==> src/rtl/uart_rx_pkg.sv <==
// Constants shared by the UART receiver and transmitter: state encoding and
// default baud-rate settings.
package uart_rx_pkg;

   typedef enum logic [2:0] {
      IDLE   = 3'd0,
      START  = 3'd1,
      DATA   = 3'd2,
      PARITY = 3'd3,
      STOP   = 3'd4
   } state_t;

   localparam int CLK_FREQ   = 50_000_000;
   localparam int BAUD       = 19200;
   localparam int OVERSAMPLE = 16;

   // Rounded to the nearest integer so the baud error stays symmetric.
   function automatic int calc_m(input int clk_freq, input int baud);
      return (clk_freq + (baud * OVERSAMPLE) / 2) / (baud * OVERSAMPLE);
   endfunction

   localparam int DEFAULT_M = calc_m(CLK_FREQ, BAUD);

endpackage

==> src/rtl/uart_rx_baud_rate_gen.sv <==
// Free-running oversample tick generator: one-cycle s_tick every M clocks.
module baud_rate_gen #(
   parameter int M = 163
) (
   input  logic CLK,
   input  logic RESET,
   output logic s_tick
);

   localparam int CW = (M > 1) ? $clog2(M) : 1;
   localparam logic [CW-1:0] LAST = CW'(M - 1);

   logic [CW-1:0] cnt;

   always_ff @(posedge CLK) begin
      if (RESET)
         cnt <= '0;
      else if (cnt == LAST)
         cnt <= '0;
      else
         cnt <= cnt + 1'b1;
   end

   assign s_tick = (cnt == LAST);

endmodule

==> src/rtl/uart_rx.sv <==
// UART receiver with 16x oversampling; good bytes go to dout with rx_done_tick,
// malformed frames are dropped and flagged with an error pulse.
module uart_rx
   import uart_rx_pkg::*;
#(
   parameter int DBIT       = 8,
   parameter int SB_TICK    = 16,
   parameter int M          = DEFAULT_M,
   parameter int PARITY_EN  = 0,
   parameter int PARITY_ODD = 0
) (
   input  logic            CLK,
   input  logic            RESET,
   input  logic            rx,
   output logic [DBIT-1:0] dout,
   output logic            rx_done_tick,
   output logic            frame_err_tick,
   output logic            parity_err_tick,
   output state_t          dbg_state
);

   // Must hold both 15 (data/parity bits) and SB_TICK-1 (stop phase).
   localparam int SW = (SB_TICK > 16) ? $clog2(SB_TICK) : 4;
   localparam int NW = (DBIT > 1) ? $clog2(DBIT) : 1;
   localparam logic [SW-1:0] S_MID  = SW'(7);
   localparam logic [SW-1:0] S_LAST = SW'(15);
   localparam logic [SW-1:0] S_STOP = SW'(SB_TICK - 1);
   localparam logic [NW-1:0] N_LAST = NW'(DBIT - 1);
   localparam logic          PAR_ODD = 1'(PARITY_ODD);

   logic            rx_meta, rx_s, s_tick;
   state_t          state_reg, state_next;
   logic [SW-1:0]   s_reg, s_next;
   logic [NW-1:0]   n_reg, n_next;
   logic [DBIT-1:0] b_reg, b_next;
   logic            p_reg, p_next;
   logic [DBIT-1:0] dout_next;
   logic            done_next, ferr_next, perr_next;

   baud_rate_gen #(.M(M)) u_baud (
      .CLK    (CLK),
      .RESET  (RESET),
      .s_tick (s_tick)
   );

   // Synchronizer resets high so an idle line cannot look like a start bit.
   always_ff @(posedge CLK) begin
      if (RESET) begin
         rx_meta <= 1'b1;
         rx_s    <= 1'b1;
      end else begin
         rx_meta <= rx;
         rx_s    <= rx_meta;
      end
   end

   always_ff @(posedge CLK) begin
      if (RESET) begin
         state_reg       <= IDLE;
         s_reg           <= '0;
         n_reg           <= '0;
         b_reg           <= '0;
         p_reg           <= 1'b0;
         dout            <= '0;
         rx_done_tick    <= 1'b0;
         frame_err_tick  <= 1'b0;
         parity_err_tick <= 1'b0;
      end else begin
         state_reg       <= state_next;
         s_reg           <= s_next;
         n_reg           <= n_next;
         b_reg           <= b_next;
         p_reg           <= p_next;
         dout            <= dout_next;
         rx_done_tick    <= done_next;
         frame_err_tick  <= ferr_next;
         parity_err_tick <= perr_next;
      end
   end

   always_comb begin
      state_next = state_reg;
      s_next     = s_reg;
      n_next     = n_reg;
      b_next     = b_reg;
      p_next     = p_reg;
      dout_next  = dout;
      done_next  = 1'b0;
      ferr_next  = 1'b0;
      perr_next  = 1'b0;
      case (state_reg)
         IDLE: begin
            if (!rx_s) begin
               state_next = START;
               s_next     = '0;
            end
         end
         START: begin
            if (s_tick) begin
               if (s_reg == S_MID) begin
                  s_next = '0;
                  n_next = '0;
                  state_next = rx_s ? IDLE : DATA;
               end else begin
                  s_next = s_reg + 1'b1;
               end
            end
         end
         DATA: begin
            if (s_tick) begin
               if (s_reg == S_LAST) begin
                  s_next = '0;
                  b_next = {rx_s, b_reg[DBIT-1:1]};
                  if (n_reg == N_LAST)
                     state_next = (PARITY_EN != 0) ? PARITY : STOP;
                  else
                     n_next = n_reg + 1'b1;
               end else begin
                  s_next = s_reg + 1'b1;
               end
            end
         end
         PARITY: begin
            if (s_tick) begin
               if (s_reg == S_LAST) begin
                  s_next     = '0;
                  p_next     = rx_s;
                  state_next = STOP;
               end else begin
                  s_next = s_reg + 1'b1;
               end
            end
         end
         STOP: begin
            if (s_tick) begin
               if (s_reg == S_STOP) begin
                  state_next = IDLE;
                  // Frame error outranks parity error; only one pulse per frame.
                  if (!rx_s)
                     ferr_next = 1'b1;
                  else if ((PARITY_EN != 0) && ((^b_reg ^ p_reg) != PAR_ODD))
                     perr_next = 1'b1;
                  else begin
                     dout_next = b_reg;
                     done_next = 1'b1;
                  end
               end else begin
                  s_next = s_reg + 1'b1;
               end
            end
         end
         default: state_next = IDLE;
      endcase
   end

   assign dbg_state = state_reg;

endmodule

==> config.mk <==
export PLATFORM = sky130hd
export DESIGN_NAME = uart_rx
export DESIGN_NICKNAME = d
export VERILOG_FILES = /design/src/rtl/uart_rx_pkg.sv /design/src/rtl/uart_rx_baud_rate_gen.sv /design/src/rtl/uart_rx.sv
export SDC_FILE = /design/constraint.sdc
export NUM_CORES = 1
export LEC_CHECK = 0
export BUFFER_PORTS_ARGS = -buffer_cell sky130_fd_sc_hd__buf_2
export CORE_MARGIN = 2
export CORE_UTILIZATION = 50
export DETAILED_ROUTE_END_ITERATION = 6
export PLACE_DENSITY = 0.67
export SLEW_MARGIN = 20
export SYNTH_ARGS = -nofsm -noshare
export SYNTH_HDL_FRONTEND = slang
export SYNTH_SLANG_ARGS = --single-unit
==> constraint.sdc <==
create_clock -name CLK -period 3.8 [get_ports CLK]
set_input_delay 0.38 -clock CLK [delete_from_list [all_inputs] [get_ports CLK]]
set_output_delay 0.38 -clock CLK [all_outputs]
set_load 0.02 [all_outputs]
==> results of run 1 <==
[layout by cell type (no fill, tap or decap), types with 3 or more instances in the layout]
cell | netlist | layout
mux2i_1 | 23 | 23
clkbuf_4 | 1 | 5
xnor2_1 | 5 | 5
nand4_1 | 3 | 3
buf_2 | 3 | 15
nand3_1 | 4 | 4
nor3_1 | 4 | 4
nand2b_1 | 4 | 4
nor2_1 | 29 | 29
inv_1 | 7 | 7
ha_1 | 5 | 5
o21ai_0 | 3 | 3
nand2_1 | 14 | 14
dfxtp_1 | 38 | 38
[worst max path at each step]
stage | from | endpoint | slack, ns
global placement | dbg_state[2] | dout[5] | 1.85
finish | dbg_state[2] | dout[5] | 1.79
CTS | s_reg[0] | dout[5] | 1.76
detailed placement | dbg_state[2] | dout[5] | 1.78
floorplan | u_baud.cnt[0] | dbg_state[2] | 2.04
global route | dbg_state[2] | dout[5] | 1.55
[through the flow]
| step | hold WS, ns | util (%) | instance area (um^2) | setup WS (ns) |
|---|---|---|---|---|
| after detailed placement | 0.3993 | 54.69 | 1839 | 1.781 |
| after CTS | 0.1893 | 56.58 | 1903 | 1.756 |
| final | 0.2081 | 56.58 | 1903 | 1.789 |
| after floorplan | 0.3895 | - | 1763 | 2.036 |
| after global placement | 0.3983 | 54.69 | 1839 | 1.854 |
| after global routing | 0.1891 | 56.58 | 1903 | 1.548 |
[area by class of cell]
class | instances | area, um^2
tap | 46 | 57.56
sequential | 38 | 760.7
clock buffer | 6 | 51.30
timing repair buffer | 15 | 75.07
inverter | 8 | 30.03
clock inverter | 2 | 12.51
fill | 331 | 1460
multi-input combinational | 127 | 915.9
[where the power goes]
part           leakage (nW)  switching [mW]  internal, mW  total, mW
Sequential            0.307         0.00536         0.402      0.408
Clock                0.0343           0.130        0.0889      0.219
Combinational         0.498          0.0173       0.00988     0.0272
[routing by layer]
layer  share of wire [%]  up-vias  GRT usage, %
li1                    -      652             -
met1                  45      608         19.24
met2                  49       21         27.11
met3                 3.7        6         5.357
met4                 2.0        0         8.696
met5                   0        -             0
[cells by family (layout without fill, tap and decap cells)]
kind of cell / after synthesis / count (layout) / share of synthesized area (%)
adder cells (fa/ha/maj): 5 / 5 / 3.549
flip-flops: 38 / 38 / 43.15
AND/OR/NAND/NOR: 75 / 75 / 22.92
buffers and inverters: 18 / 31 / 4.897
multiplexers: 23 / 23 / 13.06
other: 1 / 1 / 0.2127
XOR/XNOR: 7 / 7 / 3.478
AO/OA/AOI/OAI: 16 / 16 / 8.730
[critical path, delay by kind of cell (launching register included)]
kind / cells / cell delay [ns]
flops: 1 / 0.71
simple gates: 3 / 0.84
mux: 1 / 0.34
==> reports/qor.yml, run 1 <==
timing:
  hold_viol_final: 0
  relSlewSlack_pct: 60.75
  clock-skew-final_ns: 0.006178
  fmax_mhz: 497.3
  period_share_pct: 52.92
  setup_viol: 0
  layout_min_cycle_time_ns: 2.011
  worstMarginPinSlew_ns: 0.5871
  report.final.slew_viol_count: 0
  rsz0062_at_grt: "false"
  setup_tns_ns: 0
hold_path:
  min_path_cells: 2
  hp-start: "rx"
  whs_endpoint: "rx_meta"
  hold_class: "in -> reg"
layout:
  instances_no_fill: 242
  synthToLayoutAreaGrowth_pct: 7.949
  drive_above_1_share_pct: 16.84
  antenna_cells: 0
  final_nets: 203
logic_synthesis:
  synth-edff-count: 0
  synth_top_area_share_pct: 43.15
  yosysMostFrequentCell: "dfxtp_1"
  ys_ff_latch: 38
  syn_inst: 183
  synth_commonest_cells: "dfxtp_1 (38), nor2_1 (29), mux2i_1 (23)"
  syn_nets: 191
  yosys-top-cells-area: "dfxtp_1 (43%), mux2i_1 (13%), nor2_1 (6.2%), ha_1 (3.5%), nand2_1 (3.0%)"
  syn_avg_cell_area_um2: 9.634
  yosysTopAreaCell: "dfxtp_1"
  yosysWarnings: 0
  seq_area_frac_synth_pct: 43.15
  netlist_area_mm2: 0.001763
  synth_top_flop_cell: "dfxtp_1"
  ys_async_sr_fraction_pct: 0
  ys_types: 45
worst_setup_path:
  reg2reg_depth: 4
  r2r_slack_ns: 1.79
  cp_max_fo: 16
  startpoint_type: "register"
  end_kind: "register"
  critPathRequiredTime_ns: 4.03
  reg2reg_from: "dbg_state[2]"
  cpMaxStageDelayCell: "dfxtp_1"
  path_cells: "nor4bb_1 > nand4_1 > mux2i_1 > nor2_1"
  setup.worst_path.class: "reg -> reg"
  reg2reg_to: "dout[5]"
  max_stage_delay_ns: 0.71
  arrival_ns: 2.24
clock_network:
  root_buffer: "clkbuf_4"
  cts_made_buffers: 5
  htreeDepth: 2
  cts_hold_buf: 0
  clk_latency_ns: 0.34
  postCtsResizedCells: 0
  cts_buffer_depth: 2
  clock_sinks: 38
  postCtsSetupRepairBufs: 0
  cts_tree: "built"
  clkTransAtPathRegs_ns: 0.11
floorplan:
  die_area_mm2: 0.004017
  die_h_um: 63.38
  core_mm2: 0.003363
  std_cell_rows: 21
  die_x_um: 63.38
  start_util_pct: 52.42
  io_pins: 17
drt:
  drt_iter0_drc: 87
  routedWlPerCell_um: 12.48
  routed_wl_mm: 3.019
  avgViaCountPerCell: 5.318
  drt_first_pass_iters: 4
  route.detailed.drc: 0
  vias: 1287
  ant_nets: 0
power:
  p_per_area_mw_per_mm2: 343.6
  p_total_mw: 0.6540
  p_leak_nw: 0.8392
  ir_drop_v: 0.0002240
job:
  maxCapViolations: 0
placement:
  io_buffers: 15
  dp.cells: 234
  hpwl_mm: 2.203
  globalplace.congestion: 0.8494
global_routing:
  overflow: 0
  grt_max_degree: 25
  antenna_found_initial: 0
  grt_pass1_wl_mm: 5.140
  gr-usage-all-layers_pct: 16.58
  grt_pass1_vias: 1198
run_status:
  status: "complete, no violations"
Note: power is estimated with default switching activity, not from simulation.
==> run 2: changes to the inputs <==
Settings changed: PLACE_DENSITY 0.67 to 0.7.
Clock period 3.8 ns to 1.6 ns, I/O delays scaled along.
==> reports/qor.yml, run 2 (synthesis gave the netlist of run 1 again) <==
worst_setup_path:
  cp_max_fo: 4  # was 16
  r2r_slack_ns: -0.09  # was 1.79 ns
  cp-startpoint: "u_baud.cnt[0]"  # was dbg_state[2]
  critPathRequiredTime_ns: 1.87  # was 4.03 ns
  arrival_ns: 1.97  # was 2.24 ns
  reg2reg_to: "dbg_state[0]"  # was dout[5]
  endpoint: "dbg_state[0]"  # was dout[5]
  reg2reg_from: "u_baud.cnt[0]"  # was dbg_state[2]
  reg2reg_depth: 7  # was 4
  end_kind: "register"  # unchanged
  max_stage_delay_ns: 0.39  # was 0.71 ns
  path_cells: "inv_1 > ha_1 > and4bb_4 > buf_6 > a311oi_4 > a2111oi_4 > mux2i_1"  # was nor4bb_1 > nand4_1 > mux2i_1 > nor2_1
  setup.worst_path.class: "reg -> reg"  # unchanged
  startpoint_type: "register"  # unchanged
  cpMaxStageDelayCell: "a2111oi_4"  # was dfxtp_1
layout:
  design_area_mm2: 0.002305  # was 0.001903 mm^2
  instances_no_fill: 276  # was 242
  final_nets: 237  # was 203
  final_common_cell: "dfxtp_1"  # unchanged
  synthToLayoutAreaGrowth_pct: 30.73  # was 7.949%
  antenna_cells: 0  # unchanged
  final_cell_mix: "dfxtp_1 (31), nor2_1 (29), buf_4 (28), mux2i_1 (21), buf_2 (15)"  # was dfxtp_1 (38), nor2_1 (29), mux2i_1 (23), buf_2 (15), nand2_1 (14)
  drive_above_1_share_pct: 35.22  # was 16.84%
timing:
  period_share_pct: 105.8  # was 52.92%
  fmax_mhz: 590.7  # was 497.3 MHz
  clock-skew-final_ns: 0.009102  # was 0.006178 ns
  rsz0062_at_grt: "true"  # was false
  layout_min_cycle_time_ns: 1.693  # was 2.011 ns
  holdWs_ns: 0.2602  # was 0.2081 ns
  hold_viol_final: 0  # unchanged
  report.final.slew_viol_count: 0  # unchanged
  setup_viol: 8  # was 0
  setup_slack_ns: -0.09277  # was 1.789 ns
clock_network:
  root_buffer: "clkbuf_4"  # unchanged
  clkTransAtPathRegs_ns: 0.11  # about the same
  cts_tree: "built"  # unchanged
  clock_sinks: 38  # unchanged
  htreeDepth: 2  # unchanged
  cts_buffer_depth: 2  # unchanged
  clk_latency_ns: 0.34  # about the same
  cts_made_buffers: 5  # unchanged
placement:
  dp.cells: 261  # was 234
  globalplace.congestion: 0.8324  # was 0.8494
  io_buffers: 15  # unchanged
  hpwl_mm: 2.644  # was 2.203 mm
  place_area_mm2: 0.002112  # was 0.001839 mm^2
drt:
  drt_iter0_drc: 104  # was 87
  routedWlPerCell_um: 14.31  # was 12.48 um
  route.detailed.drc: 0  # unchanged
  drt_first_pass_iters: 4  # unchanged
  ant_nets: 0  # unchanged
  avgViaCountPerCell: 5.322  # was 5.318
  vias: 1469  # was 1287
  routed_wl_mm: 3.949  # was 3.019 mm
floorplan:
  start_util_pct: 52.42  # unchanged
  die_h_um: 63.38  # unchanged
  core_mm2: 0.003363  # unchanged
  std_cell_rows: 21  # unchanged
  die_area_mm2: 0.004017  # unchanged
  io_pins: 17  # unchanged
  die_x_um: 63.38  # unchanged
job:
  maxCapViolations: 0  # unchanged
global_routing:
  overflow: 0  # unchanged
  gr-usage-all-layers_pct: 21.00  # was 16.58%
  grt_max_degree: 24  # was 25
  grt_pass1_wl_mm: 6.568  # was 5.140 mm
  antenna_found_initial: 0  # unchanged
  grt_pass1_vias: 1411  # was 1198
run_status:
  violations: "setup timing"
  status: "finished, violations left"  # was complete, no violations
power:
  ir_drop_v: 0.0005263  # was 0.0002240 V
  p_leak_nw: 1.030  # was 0.8392 nW
  p_per_area_mw_per_mm2: 687.1  # was 343.6 mW/mm^2
  p_total_mw: 1.584  # was 0.6540 mW
hold_path:
  hold_class: "in -> reg"  # unchanged
run 2: how the worst min path moves through the flow:
stage          startpoint           end  slack (ns)  cells after the start
3_5_place_dp           rx       rx_meta        0.35                      2
5_1_grt             RESET  rx_done_tick        0.27                      3
2_1_floorplan          rx       rx_meta        0.26                      1
3_3_place_gp           rx       rx_meta        0.35                      2
6_report            RESET  dbg_state[2]        0.26                      3
4_1_cts             RESET  dbg_state[2]        0.25                      3
run 2: worst max-delay path, delay by kind of cell, from the launching register on:
| kind | cells | cell delay [ns] |
|---|---|---|
| DFF | 1 | 0.33 |
| buffers and inverters | 2 | 0.16 |
| AOI/OAI and AO/OA | 2 | 0.47 |
| adders and majority gates | 1 | 0.14 |
| and+or+nand+nor | 1 | 0.29 |
| muxes | 1 | 0.23 |
run 2: report_power, final:
part           internal, mW  switching, mW  leakage, nW
sequential            0.952         0.0123        0.311
clock                 0.213          0.303       0.0353
combinational        0.0508         0.0521        0.684
total                  1.22          0.368         1.03
run 2: timing repair:
item / CTS / global route
cloned: 0 / 0
hold buffers: 1 / 0
endpoints found under the setup margin: 34 / 23
buffers inserted: 5 / 1
pin swaps: 5 / 7
endpoints found under the hold margin: 1 / 0
resized for setup: 11 / 9
run 2: metal layers:
metal / GRT usage (%) / routed length [um] / vias up
met5: 0 / 0 / -
met4: 8.152 / 108 / 0
met3: 4.464 / 187 / 14
met2: 37.76 / 2065 / 43
met1: 24.13 / 1587 / 689
li1: - / - / 723
run 2: cell type report:
cell class | count | area (um^2)
fill | 290 | 1059
multi-input combinational | 127 | 1011
sequential | 38 | 777.0
timing repair buffer | 49 | 369.1
tap | 46 | 57.56
clock buffer | 7 | 55.05
inverter | 8 | 30.03
clock inverter | 1 | 5.005
run 2: metrics by stage:
stage	util [%]	worst slack, ns	TNS (ns)
floorplan	-	-0.009582	-0.02292
global placement	62.80	-0.1106	-0.7210
detailed placement	62.80	-0.2034	-2.582
CTS	67.56	-0.08084	-0.3957
global route	68.53	-0.1530	-1.539
finish	68.53	-0.09277	-0.3846
==> run 3: changes to the inputs <==
==> constraint.sdc (replaced) <==
create_clock -name CLK -period 1.6 [get_ports CLK]
set_input_delay 0 -clock CLK [delete_from_list [all_inputs] [get_ports CLK]]
set_output_delay 0 -clock CLK [all_outputs]
set_load 0.02 [all_outputs]
==> reports/qor.yml, run 3 (synthesis gave the netlist of run 1 again) <==
run_status:
  status: "finished, violations left"  # unchanged
  violations: "setup timing"  # unchanged
clock_network:
  cts_tree: "built"  # unchanged
  cts_made_buffers: 5  # unchanged
  root_buffer: "clkbuf_4"  # unchanged
  htreeDepth: 2  # unchanged
  clock_sinks: 38  # unchanged
  clkTransAtPathRegs_ns: 0.11  # about the same
  cts_buffer_depth: 2  # unchanged
  clk_latency_ns: 0.35  # was 0.34 ns
global_routing:
  antenna_found_initial: 0  # unchanged
  overflow: 0  # unchanged
  gr-usage-all-layers_pct: 21.42  # was 21.00%
  grt_pass1_vias: 1554  # was 1411
  grt_max_degree: 24  # unchanged
  grt_pass1_wl_mm: 6.817  # was 6.568 mm
worst_setup_path:
  setup.worst_path.class: "reg -> reg"  # unchanged
  startpoint_type: "register"  # unchanged
  cpMaxStageDelayCell: "a2111oi_4"  # unchanged
  critPathTopFamily: "compound AO/OA/AOI/OAI gates"  # unchanged
  max_stage_delay_ns: 0.43  # was 0.39 ns
  r2r_slack_ns: -0.09  # about the same
  arrival_ns: 1.96  # was 1.97 ns
  critPathRequiredTime_ns: 1.87  # about the same
  path_cells: "inv_2 > ha_4 > and4bb_4 > a311oi_4 > a2111oi_4 > mux2i_1"  # was inv_1 > ha_1 > and4bb_4 > buf_6 > a311oi_4 > a2111oi_4 > mux2i_1
  cp_max_fo: 4  # unchanged
  end_kind: "register"  # unchanged
  crit_buf_inv: 1  # was 2
layout:
  antenna_cells: 0  # unchanged
  regArea_um2: 769.5  # was 777.0 um^2
  drive_above_1_share_pct: 37.17  # was 35.22%
  instances_no_fill: 272  # was 276
  multiInputGateArea_mm2: 0.001045  # was 0.001011 mm^2
  synthToLayoutAreaGrowth_pct: 34.85  # was 30.73%
  design_area_mm2: 0.002377  # was 0.002305 mm^2
  n_fill_cell: 275  # was 290
  final_common_cell: "dfxtp_1"  # unchanged
  final_cell_mix: "dfxtp_1 (31), nor2_1 (29), mux2i_1 (22), buf_4 (22), buf_2 (15)"  # was dfxtp_1 (31), nor2_1 (29), buf_4 (28), mux2i_1 (21), buf_2 (15)
  final_nets: 233  # was 237
drt:
  avgViaCountPerCell: 5.382  # was 5.322
  route.detailed.drc: 0  # unchanged
  routedWlPerCell_um: 14.08  # was 14.31 um
  routed_wl_mm: 3.830  # was 3.949 mm
  drt_iter0_drc: 73  # was 104
  ant_nets: 0  # unchanged
  vias: 1464  # was 1469
  drt_first_pass_iters: 4  # unchanged
power:
  p_per_area_mw_per_mm2: 806.9  # was 687.1 mW/mm^2
  p_leak_nw: 1.037  # was 1.030 nW
  ir_drop_v: 0.0006585  # was 0.0005263 V
timing:
  hold_viol_final: 0  # unchanged
  report.final.slew_viol_count: 0  # unchanged
  setup_slack_ns: -0.09493  # was -0.09277 ns
  setup_tns_ns: -0.4126  # was -0.3846 ns
  setup_viol: 8  # unchanged
  fmax_mhz: 590.0  # was 590.7 MHz
  rsz0062_at_grt: "true"  # unchanged
  layout_min_cycle_time_ns: 1.695  # was 1.693 ns
  period_share_pct: 105.9  # was 105.8%
  clock-skew-final_ns: 0.008554  # was 0.009102 ns
placement:
  hpwl_mm: 2.552  # was 2.644 mm
  place_area_mm2: 0.002102  # was 0.002112 mm^2
  io_buffers: 15  # unchanged
  dp.cells: 258  # was 261
  globalplace.congestion: 0.8098  # was 0.8324
floorplan:
  start_util_pct: 52.42  # unchanged
  core_mm2: 0.003363  # unchanged
  die_area_mm2: 0.004017  # unchanged
  die_x_um: 63.38  # unchanged
  std_cell_rows: 21  # unchanged
  die_h_um: 63.38  # unchanged
  io_pins: 17  # unchanged
job:
  maxCapViolations: 0  # unchanged
hold_path:
  hold_class: "in -> reg"  # unchanged
run 3: final cells by class:
class / instances / share of cell area, %
clock buffer: 6 / 2.158
clock inverter: 2 / 2.526
inverter: 8 / 1.263
multi-input combinational: 127 / 43.95
sequential: 38 / 32.37
tap: 46 / 2.421
timing repair buffer: 45 / 15.32
run 3: layer usage:
layer	global-route usage (%)	up-vias	share of wire, %
met3	4.464	11	4.3
met2	38.42	38	52
met4	7.880	0	2.1
li1	-	722	-
met5	0	-	0
met1	24.92	693	42
run 3: power breakdown:
group / internal [mW] / switching (mW) / total (mW)
clock network: 0.529 / 0.313 / 0.842
logic: 0.0515 / 0.0540 / 0.105
registers: 0.957 / 0.0134 / 0.971
run 3: tightest hold or removal path, delay by kind of cell:
kind | cells | cell delay, ns
buffers and inverters | 2 | 0.34
AND/OR/NAND/NOR | 1 | 0.07
run 3: metrics by stage:
stage	setup slack, ns	hold slack [ns]	utilization [%]	total power, mW
final	-0.09493	0.09814	70.68	1.918
after global routing	-0.1678	0.1168	70.68	1.994
after CTS	-0.07922	0.09099	68.53	1.917
after detailed placement	-0.1937	0.1887	62.50	1.082
after global placement	-0.1111	0.1862	62.50	1.079
after floorplan	-0.009582	0.1038	-	1.052
run 3: path summary, 6_finish.rpt:
| path | start | to | cells after the start |
|---|---|---|---|
| hold / removal | RESET | dout[1] | 3 |
| hold reg to reg | rx_meta | rx_s | 1 |
| setup / recovery | u_baud.cnt[0] | dbg_state[0] | 6 |
| setup reg to reg | u_baud.cnt[0] | dbg_state[0] | 6 |
run 3: timing repair:
action | in CTS | in global routing
pin swaps | 6 | 6
endpoints found under the setup margin | 24 | 33
hold endpoints to repair | 1 | 0
buffers inserted | 4 | 1
hold buffers | 1 | 0
resized for setup | 11 | 14
